[config.mk]
export PLATFORM = sky130hd
export DESIGN_NAME = rv32m_div_ctrl_flat
export DESIGN_NICKNAME = d
export VERILOG_FILES = /design/src/rtl/rv32m_div_ctrl_if.sv /design/src/rtl/rv32m_div_ctrl.sv /design/src/flat_wrapper.sv
export SDC_FILE = /design/constraint.sdc
export NUM_CORES = 1
export LEC_CHECK = 0
export ABC_AREA = 0
export CAP_MARGIN = 20
export CORE_MARGIN = 2
export CORE_UTILIZATION = 40
export CTS_BUF_LIST = sky130_fd_sc_hd__clkbuf_4 sky130_fd_sc_hd__clkbuf_8 sky130_fd_sc_hd__clkbuf_16
export DETAILED_ROUTE_END_ITERATION = 10
export PLACE_DENSITY = 0.67
export SLEW_MARGIN = 40
export SYNTH_ARGS = -nofsm -noshare
export SYNTH_HDL_FRONTEND = slang
export SYNTH_SLANG_ARGS = --single-unit
[constraint.sdc]
create_clock -name clk -period 7.7 [get_ports clk]
set_input_delay 1.925 -clock clk [delete_from_list [all_inputs] [get_ports clk]]
set_output_delay 1.925 -clock clk [all_outputs]
set_load 0.1 [all_outputs]
[src/rtl/rv32m_div_ctrl_if.sv]
// Request, response and divider-core signals of rv32m_div_ctrl.
// The slave modport is the controller's view; master is the execute stage plus core.
interface rv32m_div_ctrl_if #(
    parameter int unsigned XLEN = 32
);
    logic            req_valid;
    logic            req_ready;
    logic [1:0]      req_op;
    logic [XLEN-1:0] req_rs1;
    logic [XLEN-1:0] req_rs2;
    logic            resp_valid;
    logic            resp_ready;
    logic [XLEN-1:0] resp_data;
    logic            core_start;
    logic [XLEN-1:0] core_numerator;
    logic [XLEN-1:0] core_denominator;
    logic            core_done;
    logic [XLEN-1:0] core_quotient;
    logic [XLEN-1:0] core_remainder;

    modport slave (
        input  req_valid, req_op, req_rs1, req_rs2, resp_ready,
               core_done, core_quotient, core_remainder,
        output req_ready, resp_valid, resp_data,
               core_start, core_numerator, core_denominator
    );

    modport master (
        output req_valid, req_op, req_rs1, req_rs2, resp_ready,
               core_done, core_quotient, core_remainder,
        input  req_ready, resp_valid, resp_data,
               core_start, core_numerator, core_denominator
    );
endinterface

[src/rtl/rv32m_div_ctrl.sv]
// RV32M DIV/DIVU/REM/REMU operand and result stage around an unsigned divider core.
// Optional DIV_REM_FUSE_EN keeps the last core result so a matching DIV/REM pair skips the core.
module rv32m_div_ctrl #(
    parameter int unsigned XLEN = 32
) (
    input  logic             clk,
    input  logic             rst,
    rv32m_div_ctrl_if.slave  bus
);
    typedef enum logic [2:0] {IDLE, PREP, WAIT, FIX, RESP} state_t;

    localparam logic [XLEN-1:0] MIN_INT = {1'b1, {(XLEN-1){1'b0}}};

    state_t          state, state_nxt;
    logic [1:0]      op;
    logic [XLEN-1:0] rs1, rs2;
    logic [XLEN-1:0] quo_raw, rem_raw;
    logic [XLEN-1:0] num_q, den_q, resp_data_q;

    logic            is_signed, neg_a, neg_b;
    logic            div_zero, overflow, special;
    logic [XLEN-1:0] spec_data, fix_q, fix_r, fix_data;
    logic            hit;
    logic [XLEN-1:0] hit_data;

    logic            acc_signed;
    logic [XLEN-1:0] mag_a, mag_b;

    // Magnitudes are formed from the incoming operands so they are already
    // stable on the core ports in the cycle core_start is raised.
    always_comb begin
        acc_signed = ~bus.req_op[0];
        mag_a = (acc_signed && bus.req_rs1[XLEN-1]) ? -bus.req_rs1 : bus.req_rs1;
        mag_b = (acc_signed && bus.req_rs2[XLEN-1]) ? -bus.req_rs2 : bus.req_rs2;
    end

    always_comb begin
        is_signed = ~op[0];
        neg_a     = is_signed & rs1[XLEN-1];
        neg_b     = is_signed & rs2[XLEN-1];
        div_zero  = (rs2 == '0);
        overflow  = is_signed && (rs1 == MIN_INT) && (rs2 == '1);
        special   = div_zero | overflow;
        if (div_zero)
            spec_data = op[1] ? rs1 : '1;
        else
            spec_data = op[1] ? '0 : MIN_INT;
        fix_q    = (neg_a ^ neg_b) ? -quo_raw : quo_raw;
        fix_r    = neg_a ? -rem_raw : rem_raw;
        fix_data = op[1] ? fix_r : fix_q;
    end

`ifdef DIV_REM_FUSE_EN
    logic            fuse_valid, fuse_signed;
    logic [XLEN-1:0] fuse_rs1, fuse_rs2, fuse_q, fuse_r;

    always_ff @(posedge clk or posedge rst) begin
        if (rst) begin
            fuse_valid  <= 1'b0;
            fuse_signed <= 1'b0;
            fuse_rs1    <= '0;
            fuse_rs2    <= '0;
            fuse_q      <= '0;
            fuse_r      <= '0;
        end else if (state == FIX) begin
            fuse_valid  <= 1'b1;
            fuse_signed <= is_signed;
            fuse_rs1    <= rs1;
            fuse_rs2    <= rs2;
            fuse_q      <= fix_q;
            fuse_r      <= fix_r;
        end
    end

    assign hit      = fuse_valid && (fuse_rs1 == rs1) && (fuse_rs2 == rs2)
                      && (fuse_signed == is_signed);
    assign hit_data = op[1] ? fuse_r : fuse_q;
`else
    assign hit      = 1'b0;
    assign hit_data = '0;
`endif

    always_ff @(posedge clk or posedge rst) begin
        if (rst)
            state <= IDLE;
        else
            state <= state_nxt;
    end

    always_comb begin
        state_nxt = state;
        case (state)
            IDLE: if (bus.req_valid) state_nxt = PREP;
            PREP: state_nxt = (special || hit) ? RESP : WAIT;
            WAIT: if (bus.core_done) state_nxt = FIX;
            FIX:  state_nxt = RESP;
            RESP: if (bus.resp_ready) state_nxt = IDLE;
            default: state_nxt = IDLE;
        endcase
    end

    always_comb begin
        bus.req_ready  = (state == IDLE);
        bus.resp_valid = (state == RESP);
        bus.core_start = (state == PREP) && !special && !hit;
    end

    always_ff @(posedge clk or posedge rst) begin
        if (rst) begin
            op          <= '0;
            rs1         <= '0;
            rs2         <= '0;
            num_q       <= '0;
            den_q       <= '0;
            quo_raw     <= '0;
            rem_raw     <= '0;
            resp_data_q <= '0;
        end else begin
            case (state)
                IDLE: if (bus.req_valid) begin
                    op  <= bus.req_op;
                    rs1 <= bus.req_rs1;
                    rs2 <= bus.req_rs2;
                    // Core operands only change for a nonzero divisor.
                    if (bus.req_rs2 != '0) begin
                        num_q <= mag_a;
                        den_q <= mag_b;
                    end
                end
                PREP: begin
                    if (special)
                        resp_data_q <= spec_data;
                    else if (hit)
                        resp_data_q <= hit_data;
                end
                WAIT: if (bus.core_done) begin
                    quo_raw <= bus.core_quotient;
                    rem_raw <= bus.core_remainder;
                end
                FIX: resp_data_q <= fix_data;
                default: ;
            endcase
        end
    end

    assign bus.resp_data        = resp_data_q;
    assign bus.core_numerator   = num_q;
    assign bus.core_denominator = den_q;
endmodule

[src/flat_wrapper.sv]
// flat-port wrapper written by rule: the top's interface ports become plain ports
module rv32m_div_ctrl_flat 
#(
    parameter int unsigned XLEN = 32
)
  (clk, rst, bus_req_valid, bus_req_op, bus_req_rs1, bus_req_rs2, bus_resp_ready, bus_core_done, bus_core_quotient, bus_core_remainder, bus_req_ready, bus_resp_valid, bus_resp_data, bus_core_start, bus_core_numerator, bus_core_denominator);
  rv32m_div_ctrl_if #(.XLEN(XLEN)) bus_i ();
  input  logic clk;
  input  logic rst;
  input wire logic [$bits(bus_i.req_valid)-1:0] bus_req_valid;
  input wire logic [$bits(bus_i.req_op)-1:0] bus_req_op;
  input wire logic [$bits(bus_i.req_rs1)-1:0] bus_req_rs1;
  input wire logic [$bits(bus_i.req_rs2)-1:0] bus_req_rs2;
  input wire logic [$bits(bus_i.resp_ready)-1:0] bus_resp_ready;
  input wire logic [$bits(bus_i.core_done)-1:0] bus_core_done;
  input wire logic [$bits(bus_i.core_quotient)-1:0] bus_core_quotient;
  input wire logic [$bits(bus_i.core_remainder)-1:0] bus_core_remainder;
  output wire logic [$bits(bus_i.req_ready)-1:0] bus_req_ready;
  output wire logic [$bits(bus_i.resp_valid)-1:0] bus_resp_valid;
  output wire logic [$bits(bus_i.resp_data)-1:0] bus_resp_data;
  output wire logic [$bits(bus_i.core_start)-1:0] bus_core_start;
  output wire logic [$bits(bus_i.core_numerator)-1:0] bus_core_numerator;
  output wire logic [$bits(bus_i.core_denominator)-1:0] bus_core_denominator;
  assign bus_i.req_valid = bus_req_valid;
  assign bus_i.req_op = bus_req_op;
  assign bus_i.req_rs1 = bus_req_rs1;
  assign bus_i.req_rs2 = bus_req_rs2;
  assign bus_i.resp_ready = bus_resp_ready;
  assign bus_i.core_done = bus_core_done;
  assign bus_i.core_quotient = bus_core_quotient;
  assign bus_i.core_remainder = bus_core_remainder;
  assign bus_req_ready = bus_i.req_ready;
  assign bus_resp_valid = bus_i.resp_valid;
  assign bus_resp_data = bus_i.resp_data;
  assign bus_core_start = bus_i.core_start;
  assign bus_core_numerator = bus_i.core_numerator;
  assign bus_core_denominator = bus_i.core_denominator;
  rv32m_div_ctrl #(.XLEN(XLEN)) u_core (.clk(clk), .rst(rst), .bus(bus_i));
endmodule
**Yosys cells after proc, flatten, opt, wreduce, memory -nomap -nowiden**

Cells that the tools add are included.

- Register bits: 229
- Input bits: 135
- Output and inout bits: 99

- Bitwise gates (word level): 6
- Mux-type cells: 15
- Reductions and logical operators: 15
- Add/sub/neg operators: 4
- Equality and inequality tests: 10

Operators by type and width:

| operator | count |
|---|---|
| two-way mux 32 bit | 9 |
| negation 32 bit | 4 |
| equality test 32 bit (second input constant) | 2 |
| one-hot mux 32 bit (2 select lines) | 1 |
| zero test 32 bit | 1 |
| nonzero test 32 bit | 1 |
| one-hot mux 3 bit (5 select lines) | 1 |
| two-way mux 3 bit | 4 |
| equality test 3 x 2 -> 1 bit (second input constant) | 2 |
| != test 2 bit (second input constant) | 3 |
| AND reduction 2 bit | 3 |
| AND reduction 3 bit | 2 |
| logical AND 1 bit | 5 |
| equality test 3 x 1 -> 1 bit (second input constant) | 1 |
| equality test 3 bit (second input constant) | 1 |
| zero test 3 bit | 1 |
| bitwise AND 1 bit | 2 |
| != test 2 x 1 -> 1 bit (second input constant) | 1 |
| inverter 1 bit | 2 |
| nonzero test 2 bit | 1 |
| zero test 1 bit | 1 |
| OR 1 bit | 1 |
| XOR 1 bit | 1 |

**Depth between registers and ports, before layout**

- Depth after elaboration: 6
- Gate-level depth with buffers: 11
- Gate-level depth less buffers: 8

**Worst setup path after synthesis**

Ideal clock, no wire load.

- Path type: register to output
- Start point: register u_core.rs2[31]
- End point: output port bus_core_start
- Arrival time: 3.690 ns
- Path buffers: 1
- Slack: 2.085 ns
- Cell stages (with the launch flop): 6
- Cell sequence: dfrtp_1 nor4_1 nand4_1 nor2_1 clkbuf_1 nor4_1

- Cells in the longest elaborated chain, start to end: 5

Ends and longest elaborated chain:

| element | RTL line | source |
|---|---|---|
| start, declared | rv32m_div_ctrl.sv:16 | `logic [XLEN-1:0] rs1, rs2;` |
| start signal, assigned | rv32m_div_ctrl.sv:123 | `rs2 <= bus.req_rs2;` |
| equality test 32 bit | rv32m_div_ctrl.sv:42 | `overflow = is_signed && (rs1 == MIN_INT) && (rs2 == '1);` |
| logical AND 1 bit | rv32m_div_ctrl.sv:42 |  |
| OR 1 bit * | rv32m_div_ctrl.sv:43 | `special = div_zero \| overflow;` |
| zero test 1 bit * | rv32m_div_ctrl.sv:105 | `bus.core_start = (state == PREP) && !special && !hit;` |
| logical AND 1 bit * | rv32m_div_ctrl.sv:105 |  |
| end, declared | flat_wrapper.sv:21 | `output wire logic [$bits(bus_i.core_start)-1:0] bus_core_start;` |

Every way passes the cells marked *; elsewhere a longest branch is shown, timed or not.

**Worst setup path in the final report**

- Start point: input port bus_req_rs2[6]
- End point: register u_core.num_q[0], in the netlist u_core.bus.core_numerator[0]

- Cells in the longest elaborated chain, start to end: 2

Ends and longest elaborated chain:

| element | RTL line | source |
|---|---|---|
| start, declared | flat_wrapper.sv:13 | `input wire logic [$bits(bus_i.req_rs2)-1:0] bus_req_rs2;` |
| nonzero test 32 bit | rv32m_div_ctrl.sv:125 | `if (bus.req_rs2 != '0) begin` |
| AND reduction 3 bit (no source line) | -- |  |
| end signal, assigned | rv32m_div_ctrl.sv:126 | `num_q <= mag_a;` |
| end, declared | rv32m_div_ctrl.sv:18 | `logic [XLEN-1:0] num_q, den_q, resp_data_q;` |

Every way passes these cells.
A chain may end at the register's enable or synchronous reset.

==> results by group <==
Setup path
  – Worst path arrival time: around 5300 ps
  – Crit path max-delay family: simple AND/OR/NAND/NOR gates
  – CP Capture Type: register
  – Critical-path cell with the highest stage delay: or4_1
  – R2r setup slk: 4430 ps
  – Crit path required time: 8100 ps
  – Setup CP Type: input pin to register
  – Critical Path, Cell by Cell: clkdlybuf4s50_1 -> or4_4 -> or4_1 -> nor4b_4 -> a21boi_4 -> buf_8 -> buf_6 -> mux2_1
  – Crit Reg-Reg Startpoint: u_core.rs2[8]
  – Buffers and inverters on the worst path: 3
  – CP max FO: 92
  – CP peak stage delay: 760 ps
  – Critical Path Source Type: input pin
  – Reg2reg end: u_core.bus.resp_data[7]
  – R2R depth: 6

Clock network
  – Later-pin clock latency in the skew report: 540 ps
  – Clk root buf: clkbuf_16
  – CTS Hold Buffers Added: 0
  – Total CTS buffers: 26
  – CTS Buffer Depth: 3
  – CTS tree: done
  – H-tree Lvls: 1
  – Sink Count: 229
  – Post-CTS setup buffer count: 0
  – Reg clk slew, reported paths: roughly 60 ps
  – Resized cells post-CTS: 0

STA
  – Max Slew Vio Count: 0
  – Final Hold Viols: 0
  – Skew final: roughly 25 ps
  – TNS Setup: 0 ps
  – Setup violations, final: 0
  – Final worst slack: around 2800 ps
  – Worst-Margin Slew: roughly 800 ps
  – Fin crit period: 4861 ps
  – Fmax: 205.7 MHz
  – RSZ-0062 raised after global routing: false
  – Slew HR: 0.4693
  – Final period util: 0.6313

Synthesis
  – Gate Count Post-Synth: 1,171
  – Syn_area_per_cell: 10.35 µm²
  – Synth cell types: 69
  – Synthesized flop and latch total: ~230
  – Synthesis warning total: 0
  – Post-Synthesis Net Count: 1,310
  – Asr flop ratio synth: 1.000
  – Post-synth EDFFs: 0
  – Seq/Total Area, Yosys: 0.4727
  – Top_reg_cell synth: dfrtp_1
  – Synthesized area: 12,120 µm²

Placed design
  – Inst Count DP: between 1,500 and 2,000
  – GP Congestion: between 0.8 and 0.9
  – Detailed placement HPWL: 26,420 µm
  – Setup Slack @ Placement: 2189 ps
  – PortBufs: 233

Routing
  – Routed via count: 10,002
  – Drt first pass iters: 5
  – DR vias/cell: between 5 and 6
  – Antenna-violating nets left: 0
  – Post-route DRC violation count: 0
  – Initial drt markers: 656
  – Routed WL: 35,330 µm
  – Wire length per cell: 19.75 µm

Global route
  – First-pass GRT wire length: 54,770 µm
  – Total grt overflow: 0
  – Vias in the first global route: roughly 9,600
  – Largest net degree at the start of global routing: 101
  – Antenna violations before repair: 0
  – Gr usage total: 0.2207

Die
  – Die height: around 180 µm
  – Chip width: 178.1 µm
  – I/O Pins: 234
  – Row cnt: 63
  – Initial core utilization: 0.4079
  – Full die area: roughly 32,000 µm²
  – Core area: 29,720 µm²

Worst hold path
  – Hold Crit Class: register to register
  – Min-delay src: u_core.bus.core_numerator[0]
  – Hold Crit Depth: 1
  – WHS Endpoint: u_core.bus.core_numerator[0]

Status
  – Status: finished, final reports clean

Layout
  – Antenna fix cells: 0
  – Fin nets: ~1,500
  – Filler instances: 2,710
  – Commonest non-fill, non-tap cell in the layout: dfrtp_1
  – Commonest cells after routing, fill and taps aside: dfrtp_1 (229), clkdlybuf4s50_1 (134), mux2_2 (132), nor2_1 (111), buf_2 (99)
  – Final cell count without fillers: 1,789
  – Layout area overhead: 25.79%
  – Share of cells above drive strength 1: 0.2287

Flow run
  – Maximum Capacitance Violations: 0
==> sequential cells by signal, summed over array words and instances, names as in the netlist <==
register                     flops
u_core.bus.core_denominator     32
u_core.bus.core_numerator       32
u_core.bus.resp_data            32
u_core.quo_raw                  32
u_core.rem_raw                  32
u_core.rs1                      32
u_core.rs2                      32
u_core.state                     3
u_core.op                        2
==> synth_stat cells, types with 13 or more instances <==
cell type | count | area, µm²
or4_1 | 23 | 172.7
inv_1 | 25 | 93.84
o41ai_1 | 17 | 148.9
clkbuf_1 | 56 | 210.2
a21oi_1 | 93 | 465.5
nand4_1 | 16 | 100.1
nor3_1 | 31 | 155.2
xnor2_1 | 49 | 429.2
dfrtp_1 | 229 | 5731
o31ai_1 | 19 | 142.6
nor4_1 | 35 | 219.0
o21ai_0 | 45 | 225.2
nand2b_1 | 18 | 112.6
mux2_2 | 132 | 1486
a31oi_1 | 13 | 81.33
xor2_1 | 51 | 446.7
nand2_1 | 42 | 157.7
nor2_1 | 113 | 424.2
==> per-layer routing <==
metal  GRT usage  part of all wire  vias to the layer above
li1            -                 -                     4744
met1      0.3291              0.46                     4862
met2      0.3367              0.45                      344
met3     0.02941             0.067                       52
met4     0.05874             0.024                        0
met5           0                 0                        -
==> kinds of logic after synthesis <==
family	count (synthesis)	share of synthesized area
compound gates	261	0.1391
xor+xnor	100	0.07225
fa+ha+maj	4	0.004129
buf+inv	93	0.03076
flops	229	0.4727
mux	144	0.1327
simple gates	340	0.1483
==> layout make-up <==
cell class | count | area, µm² | area share
Clock buffer | 38 | 764.5 | 0.05013
Inverter | 25 | 97.59 | 0.006400
Multi-Input combinational cell | 849 | 6058 | 0.3973
Timing Repair Buffer | 249 | 2008 | 0.1317
Tap cell | 390 | 488.0 | 0.03200
Clock inverter | 9 | 102.6 | 0.006728
Sequential cell | 229 | 5731 | 0.3758
==> stage by stage <==
stage,hold slack [ps],instance area [µm²],utilization
2_1_floorplan,485.3,12130,-
3_3_place_gp,472.5,14810,0.4982
3_5_place_dp,476.9,14350,0.4827
4_1_cts,490.3,15210,0.5119
5_1_grt,514.9,15250,0.5132
6_report,485.2,15250,0.5132
==> worst max-delay path by stage <==
stage	slack, ps	endpoint	cells past startpoint	start
after detailed placement	2190	u_core.bus.core_numerator[0]	7	bus_req_rs2[6]
final	2840	u_core.bus.core_numerator[0]	8	bus_req_rs2[6]
after floorplan	2090	bus_core_start	5	u_core.rs2[31]
after global placement	2260	u_core.bus.core_numerator[0]	7	bus_req_rs2[6]
after CTS	2750	u_core.bus.core_numerator[0]	7	bus_req_rs2[6]
after global routing	2690	u_core.bus.core_numerator[0]	8	bus_req_rs2[6]
Power is left out: the tool's default activity adds up to more than one toggle a clock period on the data nets, which glitch-free logic cannot reach.
